<file path="config.mk">
export PLATFORM = sky130hd
export DESIGN_NAME = pc_redirect_ctrl
export DESIGN_NICKNAME = d
export VERILOG_FILES = /design/src/rtl/pc_redirect_ctrl.sv
export SDC_FILE = /design/constraint.sdc
export NUM_CORES = 1
export LEC_CHECK = 0
export BUFFER_PORTS_ARGS = -buffer_cell sky130_fd_sc_hd__buf_2
export CORE_UTILIZATION = 39
export CTS_CLUSTER_SIZE = 14
export DETAILED_ROUTE_END_ITERATION = 6
export PLACE_DENSITY = 0.82
export SYNTH_ARGS = -nofsm -noshare
export SYNTH_HDL_FRONTEND = slang
export SYNTH_SLANG_ARGS = --single-unit
export TNS_END_PERCENT = 30
</file>
<file path="constraint.sdc">
create_clock -name clk_i -period 1.6 [get_ports clk_i]
set_input_delay 0.08 -clock clk_i [delete_from_list [all_inputs] [get_ports clk_i]]
set_output_delay 0.08 -clock clk_i [all_outputs]
set_load 0.02 [all_outputs]
</file>
<file path="src/rtl/pc_redirect_ctrl.sv">
// PC redirect controller.
// Arbitrates next-PC redirects coming from exceptions, branch mispredicts
// and the branch predictor. Exceptions and mispredicts ("hard events") are
// captured into a pending register. The front end is then flushed for
// FLUSH_CYCLES cycles, and the captured target is offered until fetch
// accepts it. Each hard event also bumps the fetch epoch, which lets
// downstream logic discard wrong-path work.
module pc_redirect_ctrl #(
    parameter int XLEN         = 64,
    parameter int FLUSH_CYCLES = 2,
    parameter int EPOCH_W      = 3
) (
    input  logic               clk_i,
    input  logic               rst_i,
    input  logic               except_valid_i,
    input  logic [XLEN-1:0]    except_pc_i,
    input  logic               res_valid_i,
    input  logic               res_mispredict_i,
    input  logic [XLEN-1:0]    res_target_i,
    input  logic               pred_taken_i,
    input  logic [XLEN-1:0]    pred_target_i,
    input  logic               fetch_ready_i,
    output logic               redirect_valid_o,
    output logic [XLEN-1:0]    redirect_pc_o,
    output logic [1:0]         redirect_src_o,
    output logic               flush_o,
    output logic [EPOCH_W-1:0] epoch_o,
    output logic               busy_o
);

    typedef enum logic [1:0] {
        ST_IDLE  = 2'd0,
        ST_FLUSH = 2'd1,
        ST_PEND  = 2'd2
    } state_t;

    localparam logic [1:0] SRC_NONE = 2'b00;
    localparam logic [1:0] SRC_PRED = 2'b01;
    localparam logic [1:0] SRC_MISP = 2'b10;
    localparam logic [1:0] SRC_EXC  = 2'b11;

    // The counter is 4 bits wide, so FLUSH_CYCLES must stay within 1..15.
    localparam logic [3:0] FLUSH_LOAD = 4'(FLUSH_CYCLES);

    state_t             state_q, state_d;
    logic [3:0]         cnt_q, cnt_d;
    logic [XLEN-1:0]    pend_pc_q, pend_pc_d;
    logic [1:0]         pend_src_q, pend_src_d;
    logic [EPOCH_W-1:0] epoch_q, epoch_d;

    logic hard_event;
    logic pend_live;

    // Classify this cycle's inputs. The pending register is "live" while its
    // target has not yet been handed to fetch. This covers the whole of FLUSH,
    // and PEND until the handshake.
    always_comb begin
        hard_event = except_valid_i | (res_valid_i & res_mispredict_i);
        pend_live  = (state_q == ST_FLUSH) |
                     ((state_q == ST_PEND) & ~fetch_ready_i);
    end

    // Next-state logic. A hard event always restarts the flush. A mispredict
    // must not clobber an exception that has not been delivered yet.
    always_comb begin
        state_d    = state_q;
        cnt_d      = cnt_q;
        pend_pc_d  = pend_pc_q;
        pend_src_d = pend_src_q;
        epoch_d    = epoch_q;

        if (hard_event) begin
            state_d = ST_FLUSH;
            cnt_d   = FLUSH_LOAD;
            epoch_d = epoch_q + EPOCH_W'(1);
            if (except_valid_i) begin
                pend_pc_d  = except_pc_i;
                pend_src_d = SRC_EXC;
            end else if (!(pend_live && (pend_src_q == SRC_EXC))) begin
                pend_pc_d  = res_target_i;
                pend_src_d = SRC_MISP;
            end
        end else begin
            case (state_q)
                ST_FLUSH: begin
                    if (cnt_q <= 4'd1) begin
                        state_d = ST_PEND;
                        cnt_d   = 4'd0;
                    end else begin
                        cnt_d = cnt_q - 4'd1;
                    end
                end
                ST_PEND: begin
                    if (fetch_ready_i) begin
                        state_d = ST_IDLE;
                    end
                end
                default: begin
                    state_d = ST_IDLE;
                end
            endcase
        end
    end

    // State registers with synchronous reset that discards any flush or
    // pending redirect in progress.
    always_ff @(posedge clk_i) begin
        if (rst_i) begin
            state_q    <= ST_IDLE;
            cnt_q      <= 4'd0;
            pend_pc_q  <= '0;
            pend_src_q <= SRC_NONE;
            epoch_q    <= '0;
        end else begin
            state_q    <= state_d;
            cnt_q      <= cnt_d;
            pend_pc_q  <= pend_pc_d;
            pend_src_q <= pend_src_d;
            epoch_q    <= epoch_d;
        end
    end

    // Output decode. During reset the block behaves as if idle with only a
    // prediction pass-through. Redirect pc/src are zero whenever valid is low.
    always_comb begin
        redirect_valid_o = 1'b0;
        redirect_pc_o    = '0;
        redirect_src_o   = SRC_NONE;
        flush_o          = 1'b0;
        busy_o           = 1'b0;
        epoch_o          = epoch_q;

        if (rst_i) begin
            if (pred_taken_i) begin
                redirect_valid_o = 1'b1;
                redirect_pc_o    = pred_target_i;
                redirect_src_o   = SRC_PRED;
            end
        end else begin
            busy_o = (state_q != ST_IDLE);
            case (state_q)
                ST_IDLE: begin
                    if (!hard_event && pred_taken_i) begin
                        redirect_valid_o = 1'b1;
                        redirect_pc_o    = pred_target_i;
                        redirect_src_o   = SRC_PRED;
                    end
                end
                ST_FLUSH: begin
                    flush_o = 1'b1;
                end
                ST_PEND: begin
                    redirect_valid_o = 1'b1;
                    redirect_pc_o    = pend_pc_q;
                    redirect_src_o   = pend_src_q;
                end
                default: begin
                    redirect_valid_o = 1'b0;
                end
            endcase
        end
    end

endmodule

</file>
==> results of run 1 <==
flip-flops by register name, indices dropped and copies added (netlist names):
signal and cells:
state_q 2, cnt_q 4, epoch_o 3, pend_src_q 2
pend_pc_q 64
layout make-up:
| class | instances | share of cell area [%] |
|---|---|---|
| multi-input combinational | 314 | 37.30 |
| sequential | 75 | 21.57 |
| clock buffer | 9 | 1.772 |
| clock inverter | 7 | 1.414 |
| timing repair buffer | 315 | 35.35 |
| tap | 136 | 2.434 |
| inverter | 3 | 0.1611 |
through the flow:
step	utilization (%)	hold slack, ps	power, mW	instance area (um2)	setup WS [ps]
2_1_floorplan	-	252.7	2.877	4134	59.06
3_3_place_gp	55.09	391.2	3.359	5662	52.13
3_5_place_dp	55.09	400.5	3.414	5662	-64.66
4_1_cts	63.55	30.66	5.297	6531	-180.2
5_1_grt	68.02	50.70	5.696	6990	-271.2
6_report	68.02	51.77	5.486	6990	-195.9
cell usage in the layout (no fill, tap or decap), types with 2 or more instances in the layout:
master	count
buf_8	3
a211oi_1	33
buf_16	6
dfxtp_2	2
nor3_1	4
clkbuf_8	9
or3_1	3
nor3b_4	2
buf_12	10
a21oi_1	70
ha_1	3
a22o_1	62
o21ai_0	3
inv_1	3
nor2_1	7
buf_6	69
a22o_4	2
bufinv_16	2
buf_2	203
buf_4	19
inv_6	2
dfxtp_1	72
mux2i_1	64
nor2b_1	2
a211oi_2	32
clkbuf_16	5
and2_4	3
nand2_1	8
report_power, final:
group	leakage (nW)	total (mW)	switching, mW	internal, mW
Combinational	2.59	1.68	0.821	0.855
Clock	0.110	1.67	0.784	0.890
Sequential	0.625	2.14	0.109	2.03
layer usage:
layer	part of all wire (%)	global-route usage (%)
met1	38	29.02
met2	52	49.24
met3	6.2	4.928
met4	3.6	14.99
met5	0	0
critical path, stage by stage, from the launching register on:
cell     delay, ps
dfxtp_2        340
buf_6          130
nor2_4         110
nand3_2         90
nand2_4        100
buf_12         140
buf_12         130
a22o_1         180
buf_6          130
path summary, 6_finish.rpt:
check	start	to	slack, ps
worst max-delay path	state_q[1]	redirect_pc_o[45]	-200
worst min-delay path	rst_i	epoch_o[2]	50
worst max register to register	state_q[1]	pend_pc_q[51]	-180
worst min register to register	epoch_o[1]	epoch_o[1]	500
cell families (layout without fill, tap and decap cells):
group / Yosys count / after routing
buffers and inverters: 54 / 334
DFF: 75 / 75
adders and majority gates: 3 / 3
and+or+nand+nor: 36 / 37
muxes: 64 / 64
AOI/OAI and AO/OA: 208 / 208
xor gates and xnor gates: 2 / 2
repair_timing:
action,4_1_cts,5_1_grt
resized for setup,131,65
cloned,7,8
endpoints found under the setup margin,130,133
pin swaps,17,34
setup buffers,9,5
hold endpoints to repair,0,0
==> results.md, run 1 <==
Outcome:
- The flow ran to the end, but the final reports show violations.
- The checks that failed: negative setup slack.

Timing:
- Based on the critical path, the design can be clocked at up to 556.8 MHz.
- Measured against its own limit, the worst slew margin works out to 35.74%.
- The worst setup skew after layout is 9.213 ps.
- Setup violations remaining at the end of the flow were counted as 132.
- In the final timing run, aggregate negative setup slack is -19,250 ps.
- The hold violation count in the final report was 0.
- The number of slew-limit violations in the final report came to 0.
- Once routing completed, OpenROAD measured the worst setup slack at -195.9 ps.
- The slew at the pin closest to its max-slew limit is 963.9 ps.
- Setup repair after global routing could not meet its margin everywhere.
- The final worst-path cycle share is 112.2%.
- Subtracting the final worst setup slack from the clock period gives 1796 ps.

Critical path:
- STA classifies the critical path endpoint as a primary output.
- Data on the critical path arrives at its endpoint at 1720 ps.
- The worst setup path is launched from a flip-flop.
- For the worst flop-to-flop path, the logic depth is 7.
- The type of the setup path with the least slack is flip-flop to primary output.
- For the worst setup path, the data required time is 1520 ps.
- The maximum fanout encountered on the critical timing path is 8.

CTS:
- The clock network latency to the later pin of the worst-skew pair is 360 ps.
- The number of buffers created by CTS is 9.
- The clock sink count is 75.
- Clock-pin slew was measured on the worst setup and hold paths at 80 ps.
- The maximum root-to-sink buffer count is 2.
- TritonCTS built the clock tree.
- The H-tree generated during clock tree synthesis spans 3 levels.
- The number of hold buffers added after CTS is 0.
- The buffer cell driving the clock tree root is clkbuf_8.

Synth:
- The synthesized netlist devotes 0.4237% of its cell area to XOR and XNOR gates.
- The share of the synthesized area in compound gates (AO/OA/AOI/OAI) is 36.53%.
- The number of nets in the synthesized netlist is 644.
- Synthesis inferred 75 register bits.
- The most used standard cell by instance count after synthesis is dfxtp_1.
- In the synthesized netlist, the number of instances is 442.
- Of the post-synthesis cell area, the part taken by muxes is 15.50%.
- The fraction of the mapped netlist area in simple logic gates is 4.510%.
- The count of unique library cells instantiated by Yosys is 32.
- A synthesized cell averages 9.353 um2.
- The synthesized design contains 0 enable-type register cells.
- By count the netlist is led by dfxtp_1, a21oi_1, a22o_1, mux2i_1, a211oi_1.
- The top flip-flop cell by instance count after synthesis is dfxtp_1.
- The part of the Yosys area used for sequential elements is 36.32%.
- The top cell type by area accounts for 36.32% of the synthesized area.
- The count of warnings emitted by yosys is 0.
- The arithmetic-cell share of the synthesized area counting full adders, half adders and majority gates is 0.9080%.
- The post-synthesis cell type with the largest combined area is dfxtp_1.
- The area of the mapped netlist is 4134 um2.
- In the post-synthesis netlist, the biggest area contributors are dfxtp_1, mux2i_1, a22o_1.
- By area, the combinational part of the netlist is dominated by compound AO/OA/AOI/OAI gates.
- The async set-reset flop share out of synthesis is 0%.

Placement:
- Once detailed placement completed, the half-perimeter wirelength came to 9959 um.
- Counting tap cells, the placed design contains a total of 816 instances.
- The final RePlAce weighted congestion is 0.7933.
- During placement, the flow inserted port buffers numbering 270.

GRT:
- The global-route wire length before repair is 23,340 um.
- The overall global routing resource usage is 26.90%.
- The number of antenna violations at the first check in global routing is 0.
- The number of global-route vias before repair was 4,816.
- Summed over all layers, the global routing overflow is 0.
- The maximum number of pins on one net before global-route repair is 74.

Layout:
- The sequential cell area is 1508 um2.
- Summing all multi-input logic gate instances after layout gives 2608 um2.
- The share of final-layout standard cells stronger than drive strength 1 is 52.84%.
- The area growth from synthesis to layout is 69.10%.
- The final standard cell count with taps included and fillers excluded is 859.
- The final layout contains 920 nets.
- Fill cells in the final layout number 802.
- 0 antenna diodes ended up in the layout.

Floorplan:
- The top-level I/O count is 271.
- The die boundary width is 105.0 um.
- The floorplan step defined a die boundary enclosing 11,020 um2.
- Row generation in the floorplan step produced 37 rows.
- The core outline area is 10,280 um2.
- In this run the vertical extent of the chip is 105.0 um.
- The initial cell density of the core is 40.22%.

Drt:
- The count of antenna-violating nets left after detailed routing is 0.
- The routed layout has 4,943 vias.
- After the first detailed-routing iteration, the DRC count stood at 332.
- In the routed design, unresolved DRC markers number 0.
- In the final routed layout, each cell accounts on average for 19.72 um.
- The number of vias per cell after detailed routing is 5.754.
- For this run, the detailed router's first-pass iteration total came to 6.
- The final layout contains routed wiring with a total length of 16,940 um.

Power and ir drop:
- The analysis attributes to cell leakage a power of 3.326 nW.
- The worst supply voltage drop on vdd is 0.0005659 V.
- Dividing total power by cell area gives a power density of 784.7 nW/um2.

Hold path:
- The path class of the tightest hold or removal check is primary input to flip-flop.
- The number of cells on the worst hold path is 2.

Flow run:
- The max-cap check violation count is 0.
Power figures use the tool's default switching activity.
==> run 2, diff against run 1 <==
--- a/config.mk
+++ b/config.mk
@@ -10,6 +10,7 @@
 export CTS_CLUSTER_SIZE = 14
 export DETAILED_ROUTE_END_ITERATION = 6
 export PLACE_DENSITY = 0.82
+export REMOVE_ABC_BUFFERS = 1
 export SYNTH_ARGS = -nofsm -noshare
 export SYNTH_HDL_FRONTEND = slang
 export SYNTH_SLANG_ARGS = --single-unit
==> results.md, run 2 (synthesized netlist as in run 1, its figures left out) <==
Outcome:
- The run finished, with violations left.
- The final reports fail on design-rule violations, negative setup slack.

Power and ir drop:
- The total power after layout was 5.212 mW (-5.0%).
- The worst supply voltage drop on vdd is 0.0003447 V (-39%).
- The part of the power in combinational logic was 30.6% (about the same).
- The switching power summed over all nets was 1.591 mW (-7.1%).
- The leakage power came to 3.196 nW (-3.9%).
- The power share of the sequential group is 40.9% (+2.0 points).
- The clock group share of total power came to 28.4% (-2.1 points).
- The internal power consumption was 3.620 mW (-4.0%).
- The fraction of power spent switching nets was 30.53% (-0.71 points).
- The ratio of total power to cell area is 772.5 nW/um2 (-1.6%).

Hold path:
- The start point of the worst min-delay path is res_target_i[36].
- The path with the worst hold slack has its endpoint at pend_pc_q[36].
- The min-delay analysis places its worst path in the category primary input to flip-flop.
- The number of cells on the worst hold path is 3 (+1).

Critical path:
- The number of cell instances on the worst register-to-register path is 7 (unchanged).
- The arrival time reported for the critical path endpoint is 1750 ps (+30 ps).
- The required arrival time at the worst endpoint is 1520 ps (about the same).
- The worst setup path is captured at a primary output.
- The worst setup path is launched from a flip-flop.
- The type of the setup path with the least slack is flip-flop to primary output.
- The endpoint of the worst register-to-register path is pend_pc_q[46].
- The worst register-to-register path begins at state_q[0].
- The maximum fanout encountered on the critical timing path is 8 (unchanged).
- The setup slack of the most critical reg-to-reg path is -130 ps (+50 ps).

Layout:
- The number of diodes added for antenna fixing is 0 (unchanged).
- The register ranked first by flip-flop count is pend_pc_q.
- The final standard cell count with taps included and fillers excluded is 846 (-1.5%).
- The flip-flop count of the largest register, all copies and words added was 64 (unchanged).
- The count of nets after finishing is 908 (-1.3%).
- The area growth from synthesis to final layout is 63.20%.
- The share of final-layout standard cells stronger than drive strength 1 is 52.54% (-0.30 points).
- Leaving out fill and tap cells, the most frequent cell in the layout is buf_2.
- The top cell types in the final layout, fill and taps aside, are buf_2, dfxtp_1, a21oi_1, a22o_1, mux2i_1.

Drt:
- The initial DRC count is 266 (-20%).
- The count of unresolved DRC violations after routing came to 5 (+5).
- The via total after detailed routing is 4,887 (-1.1%).
- The number of vias per cell after detailed routing was 5.777 (+0.39%).
- The detail-routed net length per standard cell is 19.27 um (-2.3%).
- The count of antenna-violating nets left after detailed routing is 0 (unchanged).
- The total wire length after detailed routing is 16,300 um (-3.8%).
- The total iterations of the first detailed-routing run came to 7 (+1).

Floorplan:
- The core outline area is 10,280 um2 (unchanged).
- The number of cell rows came to 37 (unchanged).
- The die outline height is 105.0 um (unchanged).
- The top-level I/O count was 271 (unchanged).
- The initial cell density of the core came to 40.22% (unchanged).
- The die boundary width is 105.0 um (unchanged).
- The full die area is 11,020 um2 (unchanged).

Placement:
- The number of buffers inserted by port buffering is 270 (unchanged).
- The final RePlAce weighted congestion is 0.7847 (-1.1%).
- The post-place setup slack is -72.24 ps (-7.583 ps).
- The post-DP HPWL is 9648 um (-3.1%).
- The number of cells after detailed placement is 816 (unchanged).

CTS:
- The clock transition at the register clock pins on the worst setup and hold paths after CTS was 80 ps (about the same).
- The clock network latency to the later pin of the worst-skew pair is 340 ps (-20 ps).
- The clock sink count is 75 (unchanged).
- The maximum level of the CTS H-tree came to 3 (unchanged).
- The buffer cell driving the clock tree root is clkbuf_8.
- The maximum root-to-sink buffer count was 2 (unchanged).
- The TritonCTS clock tree is done.
- The number of buffers created by CTS is 9 (unchanged).

Flow run:
- The max-cap check violation count came to 0 (unchanged).

Timing:
- The fmax came to 545.0 MHz (-2.1%).
- The worst setup skew after layout is 7.968 ps (-1.245 ps).
- The tightest slew margin relative to the limit came to 65.97% (+30 points).
- The hold violation count in the final report came to 0 (unchanged).
- The slew at the pin closest to its max-slew limit is 510.5 ps (-453.4 ps).
- The setup-violating endpoint count in the final report is 131 (-0.76%).
- The number of slew-limit violations in the final report is 0 (unchanged).
- The post-layout worst setup margin is -234.8 ps (-38.84 ps).
- The worst slack on hold paths is 80.29 ps (+28.51 ps).
- The final worst-path cycle share is 114.7% (+2.4 points).
- The final critical delay including setup and external delays is 1835 ps (+38.84 ps).
- Setup repair after global routing could not meet its margin everywhere.

GRT:
- The number of antenna violations at the first check in global routing is 0 (unchanged).
- The global-route wire length before repair is 23,950 um (+2.6%).
- The maximum number of pins on one net before global-route repair is 50 (-32%).
- The number of global-route vias before repair is 4,850 (+0.71%).
- The global-route congestion overflow total is 0 (unchanged).
- The overall global routing resource usage is 27.55% (+0.65 points).
[run 2: area by class of cell]
class | instances | area, um2
fill | 811 | 3531
sequential | 75 | 1509
clock buffer | 11 | 151.4
timing repair buffer | 304 | 2248
multi-input combinational | 313 | 2606
inverter | 3 | 11.26
clock inverter | 4 | 50.05
tap | 136 | 170.2
[run 2: power groups by stage]
stage / clock network, mW / registers, mW / logic [mW]
after global placement: 0 / 2.17 / 1.20
after floorplan: 0 / 2.14 / 0.650
after detailed placement: 0 / 2.17 / 1.24
final: 1.48 / 2.13 / 1.60
after CTS: 1.52 / 2.13 / 1.52
after global routing: 1.61 / 2.15 / 1.69
[run 2: layer usage]
metal | track usage [%] | routed length (um) | vias to the layer above
li1 | - | - | 2248
met5 | 0 | 0 | -
met1 | 31.15 | 6315 | 2323
met4 | 12.17 | 594 | 0
met2 | 49.39 | 8226 | 260
met3 | 6.051 | 1166 | 56
[run 2: worst max-delay path, stage by stage (launching register included)]
cell	delay, ps
dfxtp_4	380
buf_6	100
nor2_4	30
nand3_2	70
nand2_4	80
buf_12	140
buf_12	120
buf_16	140
a22o_1	210
buf_6	130
[run 2: through the flow]
stage                     area (um2)  util (%)  setup TNS, ps
final                           6746     65.64         -16990
after global routing            6746     65.64         -25340
after CTS                       6595     64.17         -12970
after detailed placement        5674     55.21          -1690
after global placement          5674     55.21              0
after floorplan                 3905         -        -403520
[run 2: how the worst max path moves through the flow]
stage | start | to | cells after the start
2_1_floorplan | state_q[1] | pend_src_q[0] | 4
3_3_place_gp | state_q[1] | pend_pc_q[30] | 6
3_5_place_dp | state_q[1] | pend_pc_q[46] | 5
4_1_cts | state_q[0] | redirect_pc_o[61] | 9
5_1_grt | state_q[0] | redirect_pc_o[29] | 9
6_report | state_q[0] | redirect_pc_o[12] | 9
[run 2: repair_timing]
| action | in CTS | in global routing |
|---|---|---|
| gates cloned | 6 | 2 |
| setup endpoints to repair | 131 | 132 |
| buffers inserted | 9 | 0 |
| gates resized for setup | 145 | 35 |
| hold endpoints to repair | 0 | 0 |
| hold buffers | 0 | 0 |
| pin swaps | 20 | 23 |
==> run 3, diff against run 2 <==
--- a/config.mk
+++ b/config.mk
@@ -9,7 +9,7 @@
 export CORE_UTILIZATION = 39
 export CTS_CLUSTER_SIZE = 14
 export DETAILED_ROUTE_END_ITERATION = 6
-export PLACE_DENSITY = 0.82
+export PLACE_DENSITY = 0.87
 export REMOVE_ABC_BUFFERS = 1
 export SYNTH_ARGS = -nofsm -noshare
 export SYNTH_HDL_FRONTEND = slang
==> results.md, run 3 (synthesized netlist as in run 1, its figures left out) <==
Floorplan:
- The top-level I/O count is 271 (unchanged).
- The die boundary width is 105.0 um (unchanged).
- The number of cell rows was 37 (unchanged).
- The initial cell density of the core is 40.22% (unchanged).
- The core outline area is 10,280 um2 (unchanged).
- The full die area came to 11,020 um2 (unchanged).
- The die outline height came to 105.0 um (unchanged).

Critical path:
- The largest incremental delay on the critical path was 360 ps (-20 ps).
- The required arrival time at the worst endpoint came to 1520 ps (about the same).
- Walking the worst path, the cells encountered are buf_6, nor2_4, nand3_2, nand2_4, buf_8, buf_12, clkbuf_16, a22o_1, buf_6.
- The kind of end point of the critical path is a primary output.
- The arrival time reported for the critical path endpoint was 1780 ps (+30 ps).
- The maximum fanout encountered on the critical timing path is 5 (-3).
- The count of buffer and inverter cells on the critical path is 5 (unchanged).
- The cell repeated most along the worst path is buf_6.
- The startpoint type of the worst setup path is a flip-flop.
- The cell class contributing the biggest share of worst-path delay is buffers and inverters.
- The critical path's slowest cell is dfxtp_4.
- The type of the setup path with the least slack is flip-flop to primary output.

GRT:
- The number of global-route vias before repair is 4,546 (-6.3%).
- The global-route wire length before repair was 22,730 um (-5.1%).
- The number of antenna violations at the first check in global routing is 0 (unchanged).
- The overall global routing resource usage came to 26.13% (-1.4 points).
- The maximum number of pins on one net before global-route repair is 57 (+14%).
- The global-route congestion overflow total is 0 (unchanged).

Layout:
- The count of fill cells added during filler insertion is 797 (-1.7%).
- The number of diodes added for antenna fixing came to 0 (unchanged).
- The share of final-layout standard cells stronger than drive strength 1 is 52.21% (-0.33 points).
- The area growth from synthesis to final layout is 69.70%.
- The cell area after layout came to 7015 um2 (+4.0%).
- The count of nets after finishing is 921 (+1.4%).
- The library cells used most frequently in the layout, excluding fill and tap cells, are buf_2, dfxtp_1, buf_6, mux2i_1, a22o_1.
- Counting flops per register, the top entry is pend_pc_q.
- The area occupied by multi-input gates is 2561 um2 (-1.7%).
- The sequential cell area is 1508 um2 (about the same).
- Leaving out fill and tap cells, the most frequent cell in the layout is buf_2.
- The flip-flop count of the largest register, all copies and words added is 64 (unchanged).

Timing:
- The final worst-path cycle share was 116.3% (+1.7 points).
- Setup repair after global routing could not meet its margin everywhere.
- The tightest slew margin relative to the limit is 64.28% (-1.7 points).
- The fmax is 537.3 MHz (-1.4%).
- The hold violation count in the final report is 0 (unchanged).
- The worst setup skew after layout came to 13.19 ps (+5.226 ps).
- The slew at the pin closest to its max-slew limit is 535.8 ps (+25.28 ps).
- The final critical delay including setup and external delays came to 1861 ps (+26.48 ps).
- The post-layout worst setup margin is -261.2 ps (-26.48 ps).
- The setup-violating endpoint count in the final report is 130 (-0.76%).
- The number of slew-limit violations in the final report came to 0 (unchanged).

Placement:
- The total placed instance area is 5707 um2 (+0.57%).
- The final RePlAce weighted congestion was 0.7992 (+1.8%).
- The number of buffers inserted by port buffering is 270 (unchanged).
- The post-DP HPWL was 9588 um (-0.62%).

CTS:
- The clock transition at the register clock pins on the worst setup and hold paths after CTS is 90 ps (about the same).
- The maximum level of the CTS H-tree is 3 (unchanged).
- The TritonCTS clock tree is done.
- The number of buffers created by CTS is 9 (unchanged).
- The clock sink count is 75 (unchanged).
- The maximum root-to-sink buffer count is 2 (unchanged).
- The number of hold buffers added after CTS is 0 (unchanged).
- The clock network latency to the later pin of the worst-skew pair is 340 ps (about the same).
- The buffer cell driving the clock tree root is clkbuf_8.

Drt:
- The detail-routed net length per standard cell is 18.80 um (-2.5%).
- The number of vias per cell after detailed routing is 5.717 (-1.0%).
- The total iterations of the first detailed-routing run came to 5 (-2).
- The count of antenna-violating nets left after detailed routing is 0 (unchanged).
- The total wire length after detailed routing came to 16,160 um (-0.85%).
- The via total after detailed routing came to 4,917 (+0.61%).
- The count of unresolved DRC violations after routing is 0 (-5).
- The initial DRC count came to 184 (-31%).

Hold path:
- The tightest min-delay check is of the primary input to flip-flop type.

Outcome:
- The run finished, with violations left.
- The final reports fail on negative setup slack.

Power and ir drop:
- The worst supply voltage drop on vdd is 0.0005650 V (+64%).
- The leakage power was 3.336 nW (+4.4%).
- The total power after layout is 5.771 mW (+11%).
- The ratio of total power to cell area is 822.7 nW/um2 (+6.5%).

Flow run:
- The max-cap check violation count is 0 (unchanged).
==> run 3: cell types whose count changed in the layout (fill, tap and decap cells not counted), sizes merged <==
cell      change
bufinv        +3
clkinv        -1
buf           +8
clkbuf        +6
clkinvlp      -2
==> run 3: path summary, 6_finish.rpt <==
path | slack, ps | depth (start not counted) | endpoint | start
worst min-delay path | 70 | 3 | pend_pc_q[32] | res_target_i[32]
worst min register to register | 490 | 2 | cnt_q[0] | cnt_q[0]
worst max register to register | -150 | 9 | pend_pc_q[34] | state_q[0]
worst max-delay path | -260 | 9 | redirect_pc_o[13] | state_q[0]
==> run 3: worst register-to-register path, delay by kind of cell, from the launching register on <==
| kind | cells | cell delay [ps] |
|---|---|---|
| DFF | 1 | 360 |
| AOI/OAI and AO/OA | 3 | 380 |
| and+or+nand+nor | 1 | 160 |
| buffers and inverters | 5 | 710 |
==> run 3: what timing repair did <==
item                                   4_1_cts  5_1_grt
endpoints found under the hold margin        0        0
setup endpoints to repair                   74      132
setup buffers                                9        5
pin swaps                                   19       40
gates cloned                                 7        7
resized for setup                          117       67
==> run 3: stage by stage <==
stage	std cells	setup WS, ps	utilization [%]	hold WS [ps]	setup TNS (ps)
2_1_floorplan	391	-3215	-	144.6	-403520
3_3_place_gp	817	57.48	55.53	424.7	0
3_5_place_dp	817	-37.61	55.53	427.4	-127.0
4_1_cts	849	-209.5	64.11	61.34	-12780
5_1_grt	860	-356.2	68.26	70.88	-30970
6_report	860	-261.2	68.26	71.23	-20320
==> run 3: final cells by class <==
class | instances | share of cell area [%]
flip-flops and latches | 75 | 21.49
multi-input cells | 313 | 36.51
clock buffers | 12 | 2.212
well taps | 136 | 2.426
clock inverters | 4 | 1.712
repair buffers | 317 | 35.49
inverters | 3 | 0.1605
==> run 3: routing by layer <==
layer | GRT usage [%] | vias to the layer above | share of wire, %
met5 | 0 | - | 0
met4 | 8.249 | 0 | 2.0
met2 | 45.74 | 251 | 51
met1 | 31.58 | 2359 | 40
li1 | - | 2281 | -
met3 | 5.926 | 26 | 7.1
==> run 3: power by group <==
part | internal, mW | switching [mW] | leakage, nW
clock | 1.28 | 0.711 | 0.137
combinational | 0.849 | 0.791 | 2.57
sequential | 2.03 | 0.112 | 0.625
total | 4.16 | 1.61 | 3.34
